==> config.mk <==
export PLATFORM = sky130hd
export DESIGN_NAME = peripheral_spi_slave
export DESIGN_NICKNAME = d
export VERILOG_FILES = /design/src/rtl/peripheral_spi_slave_pkg.sv /design/src/rtl/peripheral_spi_slave_sync_edge.sv /design/src/rtl/peripheral_spi_slave.sv
export SDC_FILE = /design/constraint.sdc
export NUM_CORES = 1
export LEC_CHECK = 0
export CAP_MARGIN = 5
export CORE_ASPECT_RATIO = 0.9
export CORE_UTILIZATION = 25
export CTS_CLUSTER_SIZE = 20
export DETAILED_ROUTE_END_ITERATION = 8
export HOLD_SLACK_MARGIN = 0.02
export PLACE_DENSITY = 0.5
export SLEW_MARGIN = 20
export SYNTH_ARGS = -nofsm -noshare
export SYNTH_HDL_FRONTEND = slang
export SYNTH_SLANG_ARGS = --single-unit
==> constraint.sdc <==
create_clock -name clk -period 1.7 [get_ports clk]
set_input_delay 0.255 -clock clk [delete_from_list [all_inputs] [get_ports clk]]
set_output_delay 0.255 -clock clk [all_outputs]
set_load 0.005 [all_outputs]
==> src/rtl/peripheral_spi_slave_pkg.sv <==
// Shared types for the J1-bus SPI slave peripheral.
// Frame states, the STATUS register layout and the underrun fill byte.
package peripheral_spi_slave_pkg;

    typedef enum logic {
        ST_IDLE  = 1'b0,
        ST_SHIFT = 1'b1
    } spi_state_e;

    typedef struct packed {
        logic underrun;
        logic busy;
        logic overrun;
        logic tx_empty;
        logic rx_valid;
    } spi_status_t;

    localparam logic [7:0] TX_FILL  = 8'hFF;
    localparam logic [2:0] LAST_BIT = 3'd7;

    function automatic logic [15:0] status_word(input spi_status_t st);
        return {11'b0, st};
    endfunction

endpackage

==> src/rtl/peripheral_spi_slave_sync_edge.sv <==
// Multi-flop synchronizer with rise/fall pulses for an async SPI line.
// The reset value lets each line start in its own idle level.
module spi_sync_edge #(
    parameter int STAGES = 2
) (
    input  logic clk,
    input  logic reset,
    input  logic rst_val,
    input  logic din,
    output logic dout,
    output logic rise,
    output logic fall
);

    logic [STAGES-1:0] sync_q;
    logic              dly_q;

    always_ff @(posedge clk or negedge reset) begin
        if (!reset) begin
            sync_q <= {STAGES{rst_val}};
            dly_q  <= rst_val;
        end else begin
            sync_q <= {sync_q[STAGES-2:0], din};
            dly_q  <= sync_q[STAGES-1];
        end
    end

    assign dout = sync_q[STAGES-1];
    assign rise = sync_q[STAGES-1] & ~dly_q;
    assign fall = ~sync_q[STAGES-1] & dly_q;

endmodule

==> src/rtl/peripheral_spi_slave.sv <==
// SPI mode-0 slave on the J1 peripheral bus: 8-bit MSB-first full duplex.
// TXDATA/RXDATA/STATUS registers; all SPI lines sampled through synchronizers.
module peripheral_spi_slave
    import peripheral_spi_slave_pkg::*;
#(
    parameter int SYNC_STAGES = 2
) (
    input  logic        clk,
    input  logic        reset,
    input  logic [15:0] d_in,
    input  logic        cs,
    input  logic [3:0]  addr,
    input  logic        rd,
    input  logic        wr,
    output logic [15:0] d_out,
    input  logic        sclk,
    input  logic        mosi,
    input  logic        ss,
    output logic        miso,
    output logic        miso_oe
);

    localparam logic [3:0] TXDATA = 4'h0;
    localparam logic [3:0] RXDATA = 4'h2;
    localparam logic [3:0] STATUS = 4'h4;

    logic sclk_s, sclk_rise, sclk_fall;
    logic ss_s, ss_rise, ss_fall;
    logic mosi_s;
    logic [SYNC_STAGES-1:0] mosi_q;

    spi_state_e state_q, state_d;
    logic frame_start, frame_abort;
    logic bit_rise, bit_fall;

    logic [2:0] bit_cnt_q;
    logic       load_pending_q;
    logic [7:0] shift_tx_q, shift_rx_q;
    logic [7:0] tx_hold_q, rx_data_q;
    logic       tx_empty_q, rx_valid_q;
    logic       overrun_q, underrun_q;

    logic wr_tx, rd_rx, wr_st, rd_st;
    logic load_now, shift_now, byte_done;
    logic [7:0] rx_byte, load_val;
    spi_status_t status;
    logic unused_sig;

    spi_sync_edge #(
        .STAGES (SYNC_STAGES)
    ) u_sclk_sync (
        .clk     (clk),
        .reset   (reset),
        .rst_val (1'b0),
        .din     (sclk),
        .dout    (sclk_s),
        .rise    (sclk_rise),
        .fall    (sclk_fall)
    );

    spi_sync_edge #(
        .STAGES (SYNC_STAGES)
    ) u_ss_sync (
        .clk     (clk),
        .reset   (reset),
        .rst_val (1'b1),
        .din     (ss),
        .dout    (ss_s),
        .rise    (ss_rise),
        .fall    (ss_fall)
    );

    // mosi only needs a level, aligned with the sclk synchronizer delay
    always_ff @(posedge clk or negedge reset) begin
        if (!reset) begin
            mosi_q <= '0;
        end else begin
            mosi_q <= {mosi_q[SYNC_STAGES-2:0], mosi};
        end
    end

    assign mosi_s = mosi_q[SYNC_STAGES-1];

    always_ff @(posedge clk or negedge reset) begin
        if (!reset) begin
            state_q <= ST_IDLE;
        end else begin
            state_q <= state_d;
        end
    end

    always_comb begin
        state_d = state_q;
        unique case (state_q)
            ST_IDLE:  if (ss_fall) state_d = ST_SHIFT;
            ST_SHIFT: if (ss_rise) state_d = ST_IDLE;
            default:  state_d = ST_IDLE;
        endcase
    end

    always_comb begin
        frame_start = 1'b0;
        frame_abort = 1'b0;
        bit_rise    = 1'b0;
        bit_fall    = 1'b0;
        unique case (state_q)
            ST_IDLE: begin
                frame_start = ss_fall;
            end
            ST_SHIFT: begin
                frame_abort = ss_rise;
                bit_rise    = sclk_rise & ~ss_rise;
                bit_fall    = sclk_fall & ~ss_rise;
            end
            default: begin
                frame_start = 1'b0;
            end
        endcase
    end

    assign wr_tx = cs & wr & (addr == TXDATA);
    assign rd_rx = cs & rd & (addr == RXDATA);
    assign wr_st = cs & wr & (addr == STATUS);
    assign rd_st = cs & rd & (addr == STATUS);

    assign load_now  = frame_start | (bit_fall & load_pending_q);
    assign shift_now = bit_fall & ~load_pending_q;
    assign byte_done = bit_rise & (bit_cnt_q == LAST_BIT);
    assign rx_byte   = {shift_rx_q[6:0], mosi_s};
    assign load_val  = tx_empty_q ? TX_FILL : tx_hold_q;

    always_ff @(posedge clk or negedge reset) begin
        if (!reset) begin
            bit_cnt_q      <= '0;
            load_pending_q <= 1'b0;
            shift_rx_q     <= '0;
        end else if (frame_start || frame_abort) begin
            bit_cnt_q      <= '0;
            load_pending_q <= 1'b0;
        end else begin
            if (bit_rise) begin
                shift_rx_q <= rx_byte;
                bit_cnt_q  <= bit_cnt_q + 3'd1;
            end
            if (byte_done) begin
                load_pending_q <= 1'b1;
            end else if (bit_fall) begin
                load_pending_q <= 1'b0;
            end
        end
    end

    always_ff @(posedge clk or negedge reset) begin
        if (!reset) begin
            shift_tx_q <= '0;
        end else if (load_now) begin
            shift_tx_q <= load_val;
        end else if (shift_now) begin
            shift_tx_q <= {shift_tx_q[6:0], 1'b0};
        end
    end

    // a bus write beats a same-cycle load: the load already took the old byte
    always_ff @(posedge clk or negedge reset) begin
        if (!reset) begin
            tx_hold_q  <= '0;
            tx_empty_q <= 1'b1;
        end else if (wr_tx) begin
            tx_hold_q  <= d_in[7:0];
            tx_empty_q <= 1'b0;
        end else if (load_now) begin
            tx_empty_q <= 1'b1;
        end
    end

    always_ff @(posedge clk or negedge reset) begin
        if (!reset) begin
            rx_data_q  <= '0;
            rx_valid_q <= 1'b0;
        end else if (byte_done) begin
            rx_data_q  <= rx_byte;
            rx_valid_q <= 1'b1;
        end else if (rd_rx) begin
            rx_valid_q <= 1'b0;
        end
    end

    always_ff @(posedge clk or negedge reset) begin
        if (!reset) begin
            overrun_q  <= 1'b0;
            underrun_q <= 1'b0;
        end else begin
            if (byte_done && rx_valid_q && !rd_rx) begin
                overrun_q <= 1'b1;
            end else if (wr_st && d_in[2]) begin
                overrun_q <= 1'b0;
            end
            if (load_now && tx_empty_q) begin
                underrun_q <= 1'b1;
            end else if (wr_st && d_in[4]) begin
                underrun_q <= 1'b0;
            end
        end
    end

    assign status = {underrun_q, ~ss_s, overrun_q, tx_empty_q, rx_valid_q};

    always_comb begin
        d_out = '0;
        unique case (1'b1)
            rd_rx:   d_out = {8'h00, rx_data_q};
            rd_st:   d_out = status_word(status);
            default: d_out = '0;
        endcase
    end

    assign miso    = shift_tx_q[7];
    assign miso_oe = ~ss_s;

    assign unused_sig = ^{sclk_s, d_in[15:8]};

endmodule
==> results of run 1 <==
==> final cells by class <==
type / count / area, um^2
multi-input cells: 109 / 863
flip-flops and latches: 48 / 1210
inverters: 3 / 11.3
clock buffers: 5 / 68.8
clock inverters: 3 / 46.3
fillers: 819 / 5310
repair buffers: 57 / 517
well taps: 99 / 124
==> cells in the final DEF (no fill, tap or decap), types with 2 or more instances in the layout <==
| cell | n |
|---|---|
| a22o_1 | 14 |
| and2_1 | 3 |
| buf_12 | 3 |
| buf_2 | 4 |
| buf_4 | 21 |
| buf_6 | 4 |
| clkbuf_2 | 3 |
| clkbuf_8 | 5 |
| clkdlybuf4s15_1 | 4 |
| clkdlybuf4s50_1 | 13 |
| conb_1 | 8 |
| dfrtp_1 | 44 |
| dfstp_2 | 4 |
| dlygate4sd2_1 | 3 |
| ha_1 | 2 |
| inv_1 | 2 |
| mux2_2 | 17 |
| mux2_4 | 7 |
| nand2_1 | 6 |
| nand3_1 | 3 |
| nor2_1 | 8 |
| nor2b_1 | 2 |
| o21ai_0 | 16 |
| or3_1 | 8 |
==> through the flow <==
| step | worst slack (ns) | hold WS [ns] |
|---|---|---|
| floorplan | 0.138 | -0.0406 |
| global placement | -0.448 | 0.262 |
| detailed placement | -0.451 | 0.264 |
| CTS | 0.00608 | 0.338 |
| global route | -0.00176 | 0.348 |
| finish | 0.0683 | 0.349 |
==> logic make-up after synthesis <==
group	after synthesis	share of synthesized area [%]
flops	48	56.6
other cells	1	0.176
fa+ha+maj	2	1.17
buf+inv	17	5.17
mux	24	13.9
simple gates	40	11.3
compound gates	35	11.6
==> per-layer routing <==
metal / track usage, % / share of wire [%] / wire, um
met2: 15.4 / 43 / 1760
met4: 3.61 / 0.92 / 38
met5: 0 / 0 / 0
met1: 14.0 / 52 / 2130
met3: 2.58 / 4.5 / 186
==> flip-flops by register name, summed over array words and instances, names as in the netlist, 2 cells and up <==
name and count:
bit_cnt_q 3, tx_hold_q 8, u_ss_sync.sync_q 2, shift_tx_q 8, u_sclk_sync.sync_q 2, rx_data_q 8
shift_rx_q 7, mosi_q 2
==> how the worst max path moves through the flow <==
stage	slack (ns)	endpoint	startpoint	depth (start not counted)
detailed placement	-0.45	d_out[0]	addr[0]	6
global route	-0.002	d_out[1]	addr[0]	7
finish	0.07	rx_data_q[1]$_DFFE_PN0P_	u_ss_sync.dly_q$_DFF_PN1_	5
floorplan	0.14	shift_rx_q[0]$_DFFE_PN0P_	u_ss_sync.dly_q$_DFF_PN1_	4
global placement	-0.45	d_out[7]	addr[0]	6
CTS	0.006	d_out[3]	addr[2]	7
==> worst max-delay path: cells and delay by family, from the launching register on <==
| kind | cells | cell delay, ns |
|---|---|---|
| DFF | 1 | 0.56 |
| buffers and inverters | 1 | 0.16 |
| and+or+nand+nor | 3 | 0.52 |
| muxes | 1 | 0.29 |
==> power breakdown <==
part | switching (W) | internal (W)
registers | 0.000127 | 0.00134
clock network | 0.000396 | 0.000443
logic | 0.000153 | 0.000245
==> timing repair <==
action                                  CTS  global route
endpoints found under the setup margin    9             8
endpoints found under the hold margin    44             0
hold buffers                              1             0
resized for setup                        33            14
gates cloned                              1             0
pin swaps                                 3             5
setup buffers                             8             3
==> key figures, run 1 <==
Critical path
  – Worst Setup Start Kind: register
  – CP max stage delay: 0.56 ns
  – Reg-to-reg endpoint: rx_data_q[1]$_DFFE_PN0P_
  – Critical Path, Cell by Cell: nand2b_2, and4b_1, nand2_1, buf_12, mux2_4
  – Worst Path Arrival: 1.82 ns
  – Crit. End Element: register
  – Req. time, crit path: 1.89 ns
  – Critical path peak fanout: 11
  – RR Startpoint: u_ss_sync.dly_q$_DFF_PN1_
  – R2R setup slack: 0.07 ns
  – Worst-case reg-to-reg path depth: 5
  – CP max stage cell: dfstp_2
  – CP Class: register to register

Finish
  – Share of layout cells above drive strength 1: 36.4%
  – Fin area: 0.00284 mm^2
  – Fin nets: 254
  – Finished Layout Cells: 324
  – Diode count: 0
  – Area growth syn-to-layout: 33.2%
  – Finished Core Util: 34.8%

Pwr
  – Leakage: 1.34 nW
  – Pwr dens: 953 mW/mm^2
  – Peak VDD IR: 349 uV
  – Tot Pwr: 0.00270 W

Clock tree
  – CTS max path bufs: 2
  – Clk root buf: clkbuf_8
  – Worst-path clk slew: 0.09 ns
  – H-tree levels: 2
  – CTS tree: yes
  – Worst-Skew Late Latency: 0.30 ns
  – CTS Buf Count: 5
  – CTS sink cnt: 48

Logic synthesis
  – Post-synthesis sequential area ratio: 56.6%
  – Yosys top cell by area: dfrtp_1
  – Top cells by area, synth: dfrtp_1 52%, mux2_2 9.0%, a22o_1 5.8%, dfstp_2 4.9%, mux2_4 4.9%
  – Async set-reset flop share out of synthesis: 100%
  – Mapped Cells: 167
  – Post-Syn Area: 0.00213 mm^2
  – Top FF cell, synth: dfrtp_1
  – #FFs+latches synth: 48
  – Area fraction of the dominant cell type after synthesis: 51.7%
  – Syn_area_per_cell: 12.8 um^2
  – Commonest cells in the synthesized netlist: 44 x dfrtp_1, 17 x mux2_2, 16 x o21ai_0
  – Most common cell in the synthesized netlist: dfrtp_1
  – Netlist cell types: 32
  – Number of synthesized flops with an enable pin: 0
  – Yosys synthesis warning count: 0

Placed design
  – HPWL after DPL: 2760 um
  – # port buffers: 29
  – Placed cell area: 0.00262 mm^2
  – Dpl cells: 303
  – RD Place Congestion: 0.685

Floorplan
  – Core Region: 0.00815 mm^2
  – Starting density of the core: 26.1%
  – Chip Height: 89.6 um
  – Die Footprint: 0.00889 mm^2
  – Die width: 99.3 um
  – FP Rows: 31
  – Number of I/O pins: 46

Timing
  – Fin Clk Skew: 0.0126 ns
  – Min Tclk post-route: 1.63 ns
  – Slew Limit Fails: 0
  – Fin. Hold Viols: 0
  – Final Cycle Share: 96.0%
  – Fmax: 0.613 GHz
  – Fin Setup TNS: 0 ns
  – Final setup fails: 0

Route
  – Avg WL per Cell: 12.7 um
  – Vias: 1398
  – Final wirelength: 4120 um
  – DRT antenna net count: 0
  – DRC viols: 0
  – Drt via density: 4.31
  – TritonRoute pass-1 iters: 4
  – Initial drt markers: 33

Min path
  – Hold crit path type: input pin to register
  – Hold path start: ss
  – Worst Hold Endpoint: u_ss_sync.sync_q[0]$_DFF_PN1_
  – Hold Path Depth: 1

Global route
  – First-pass GRT wire length: 6870 um
  – Total GRT Usage: 10.1%
  – Gr ovfl total: 0
  – Antenna violations before repair: 0
  – Vias in the first global route: 1425
  – Largest net degree at the start of global routing: 49

Run
  – Number of max-cap violations: 0

Run status
  – Status: completed
(Power assumes the default switching activity.)
==> run 2, diff against run 1 <==
CORE_ASPECT_RATIO = 1.75   (was 0.9)
GPL_ROUTABILITY_DRIVEN = 1   (was unset)
PLACE_DENSITY = unset   (was 0.5)
==> run 2 against run 1 <==
Against the previous run:
- register-to-register slack about the same
- via count increased by 5.0%
- non-clock buffer count rose by 2
- sequential power about the same
- wire length rose by 7.1%
- clock skew down 0.0090 ns
- die area up 0.16%
- flip-flop and latch count stayed put
- fmax grew 0.41%
- global-route usage grew 0.71 points
- largest power group unchanged
==> key figures, run 2 (synthesis gave the netlist of run 1 again) <==
Critical path
  – Crit. End Element: output port (was register)
  – CP max stage cell: dfstp_2 (unchanged)
  – CP max stage delay: 0.56 ns (about the same)
  – RR Startpoint: u_ss_sync.dly_q$_DFF_PN1_ (unchanged)
  – CP Class: register to output port (was register to register)
  – Worst Setup Start Kind: register (unchanged)
  – Worst Path Arrival: 1.37 ns (was 1.82 ns)
  – Worst-case reg-to-reg path depth: 5 (unchanged)
  – Req. time, crit path: 1.44 ns (was 1.89 ns)
  – Critical path peak fanout: 4 (was 11)
  – Reg-to-reg endpoint: rx_data_q[0]$_DFFE_PN0P_ (was rx_data_q[1]$_DFFE_PN0P_)
  – Buf/Inv on CP: 2 (was 1)
  – Worst path top cell family by delay: flip-flops (unchanged)
  – Critical Path, Cell by Cell: inv_1, clkdlybuf4s50_1 (was nand2b_2, and4b_1, nand2_1, buf_12, mux2_4)
  – R2R setup slack: 0.07 ns (about the same)

Placed design
  – HPWL after DPL: 3030 um (was 2760 um)
  – # port buffers: 29 (unchanged)
  – RD Place Congestion: 0.711 (was 0.685)
  – Placed cell area: 0.00260 mm^2 (was 0.00262 mm^2)
  – Setup WS pre-CTS: -0.483 ns (was -0.451 ns)

Finish
  – Commonest non-fill, non-tap cell in the layout: dfrtp_1 (unchanged)
  – Fin area: 0.00289 mm^2 (was 0.00284 mm^2)
  – Finished Core Util: 35.0% (was 34.8%)
  – Top flop regs: rx_data_q: 8 flops, shift_tx_q: 8 flops, tx_hold_q: 8 flops (unchanged)
  – Fin nets: 256 (was 254)
  – Register area: 0.00121 mm^2 (unchanged)
  – Fillers: 836 (was 819)
  – Area growth syn-to-layout: 35.5% (was 33.2%)
  – Share of layout cells above drive strength 1: 37.4% (was 36.4%)
  – Multi-input combinational cell area: 872 um^2 (was 863 um^2)
  – Commonest non-fill, non-tap cells in the layout: 44 x dfrtp_1, 24 x buf_4, 17 x mux2_2, 15 x o21ai_0 (was 44 x dfrtp_1, 21 x buf_4, 17 x mux2_2, 16 x o21ai_0, 14 x a22o_1)
  – Diode count: 0 (unchanged)

Floorplan
  – Number of I/O pins: 46 (unchanged)
  – Die width: 71.8 um (was 99.3 um)
  – Chip Height: 124 um (was 89.6 um)
  – Core Region: 0.00826 mm^2 (was 0.00815 mm^2)
  – Die Footprint: 0.00891 mm^2 (was 0.00889 mm^2)
  – FP Rows: 44 (was 31)
  – Starting density of the core: 25.8% (was 26.1%)

Global route
  – Vias in the first global route: 1610 (was 1425)
  – Antenna violations before repair: 0 (unchanged)
  – First-pass GRT wire length: 7530 um (was 6870 um)
  – Gr ovfl total: 0 (unchanged)
  – Total GRT Usage: 10.8% (was 10.1%)
  – Largest net degree at the start of global routing: 49 (unchanged)

Clock tree
  – CTS sink cnt: 48 (unchanged)
  – H-tree levels: 2 (unchanged)
  – Worst-Skew Late Latency: 0.28 ns (was 0.30 ns)
  – CTS max path bufs: 2 (unchanged)
  – Worst-path clk slew: 0.07 ns (was 0.09 ns)
  – Clk root buf: clkbuf_16 (was clkbuf_8)
  – CTS Buf Count: 5 (unchanged)
  – CTS tree: yes (unchanged)

Pwr
  – Peak VDD IR: 470 uV (was 349 uV)
  – Tot Pwr: 0.00300 W (was 0.00270 W)
  – Pwr dens: 1040 mW/mm^2 (was 953 mW/mm^2)
  – Leakage: 1.36 nW (was 1.34 nW)

Route
  – Initial drt markers: 46 (was 33)
  – Vias: 1468 (was 1398)
  – WL met1: 1850 um (was 2130 um)
  – TritonRoute pass-1 iters: 4 (unchanged)
  – DR WL met2: 2360 um (was 1760 um)
  – Avg WL per Cell: 13.8 um (was 12.7 um)
  – DRC viols: 0 (unchanged)
  – Final wirelength: 4410 um (was 4120 um)
  – Top sig layer: met4 (unchanged)
  – DRT antenna net count: 0 (unchanged)
  – WL met3: 145 um (was 186 um)
  – Drt via density: 4.60 (was 4.31)

Timing
  – Fin. Hold Viols: 0 (unchanged)
  – RSZ-0062 raised after global routing: false
  – Min Tclk post-route: 1.63 ns (about the same)
  – Setup slack after layout: 0.0750 ns (was 0.0683 ns)
  – Final setup fails: 0 (unchanged)
  – Slew Limit Fails: 0 (unchanged)
  – Final Cycle Share: 95.6% (was 96.0%)
  – Fmax: 0.615 GHz (was 0.613 GHz)
  – Fin Setup TNS: 0 ns (unchanged)
  – Fin Clk Skew: 0.00359 ns (was 0.0126 ns)

Run status
  – Status: completed (unchanged)

Min path
  – Hold Path Depth: 0 (was 1)
  – Hold path start: mosi_q[0]$_DFF_PN0_ (was ss)
  – Hold crit path type: register to register (was input pin to register)
  – Worst Hold Endpoint: mosi_q[1]$_DFF_PN0_ (was u_ss_sync.sync_q[0]$_DFF_PN1_)

Run
  – Number of max-cap violations: 0 (unchanged)
==> run 2: cell count changes in the layout (fill, tap and decap cells not counted), sizes merged <==
cell           change
buf                +3
clkbuf             -1
clkdlybuf4s15      -1
clkdlybuf4s50      +1
dlygate4sd2        +1
dlymetal6s2s       -1
==> run 2: worst register-to-register path: cells and delay by family, from the launching register on <==
| family | cells | cell delay, ns |
|---|---|---|
| multiplexers | 1 | 0.30 |
| buffers and inverters | 1 | 0.19 |
| AND/OR/NAND/NOR | 3 | 0.47 |
| flip-flops | 1 | 0.55 |
==> run 2: per-stage QoR <==
step	std cells	hold WS, ns
after detailed placement	297	0.256
after CTS	318	0.355
after global routing	319	0.360
after global placement	297	0.262
after floorplan	174	-0.0406
final	319	0.352
==> run 2: worst max-delay path by stage <==
stage | slack, ns | end | from | cells past startpoint
after CTS | -0.02 | d_out[3] | addr[0] | 8
after floorplan | 0.14 | shift_rx_q[0]$_DFFE_PN0P_ | u_ss_sync.dly_q$_DFF_PN1_ | 4
after detailed placement | -0.48 | d_out[4] | addr[0] | 7
after global routing | 0.005 | rx_data_q[0]$_DFFE_PN0P_ | u_ss_sync.dly_q$_DFF_PN1_ | 5
after global placement | -0.50 | d_out[3] | addr[0] | 7
final | 0.07 | miso_oe | u_ss_sync.sync_q[1]$_DFF_PN1_ | 2
==> run 2: layout make-up <==
type,instances,area share [%]
clock buffer,5,4.33
clock inverter,3,1.60
inverter,3,0.390
multi-input combinational,109,30.2
sequential,48,41.8
tap,92,3.99
timing repair buffer,59,17.7
==> run 2: routing by layer <==
| layer | vias up | GRT usage, % |
|---|---|---|
| li1 | 701 | - |
| met1 | 726 | 12.6 |
| met2 | 35 | 19.7 |
| met3 | 6 | 2.51 |
| met4 | 0 | 2.94 |
| met5 | - | 0 |
==> run 2: power breakdown <==
part / leakage (nW) / internal (W) / switching [W]
Combinational: 0.681 / 0.000250 / 0.000165
Clock: 0.0804 / 0.000699 / 0.000428
Sequential: 0.601 / 0.00134 / 0.000118
Total: 1.36 / 0.00229 / 0.000710
==> run 2: timing repair <==
action / in CTS / in global routing
hold endpoints to repair: 44 / 0
hold buffers: 1 / 0
cloned: 1 / 0
pin swaps: 7 / 7
gates resized for setup: 33 / 15
endpoints found under the setup margin: 9 / 8
setup buffers: 11 / 1
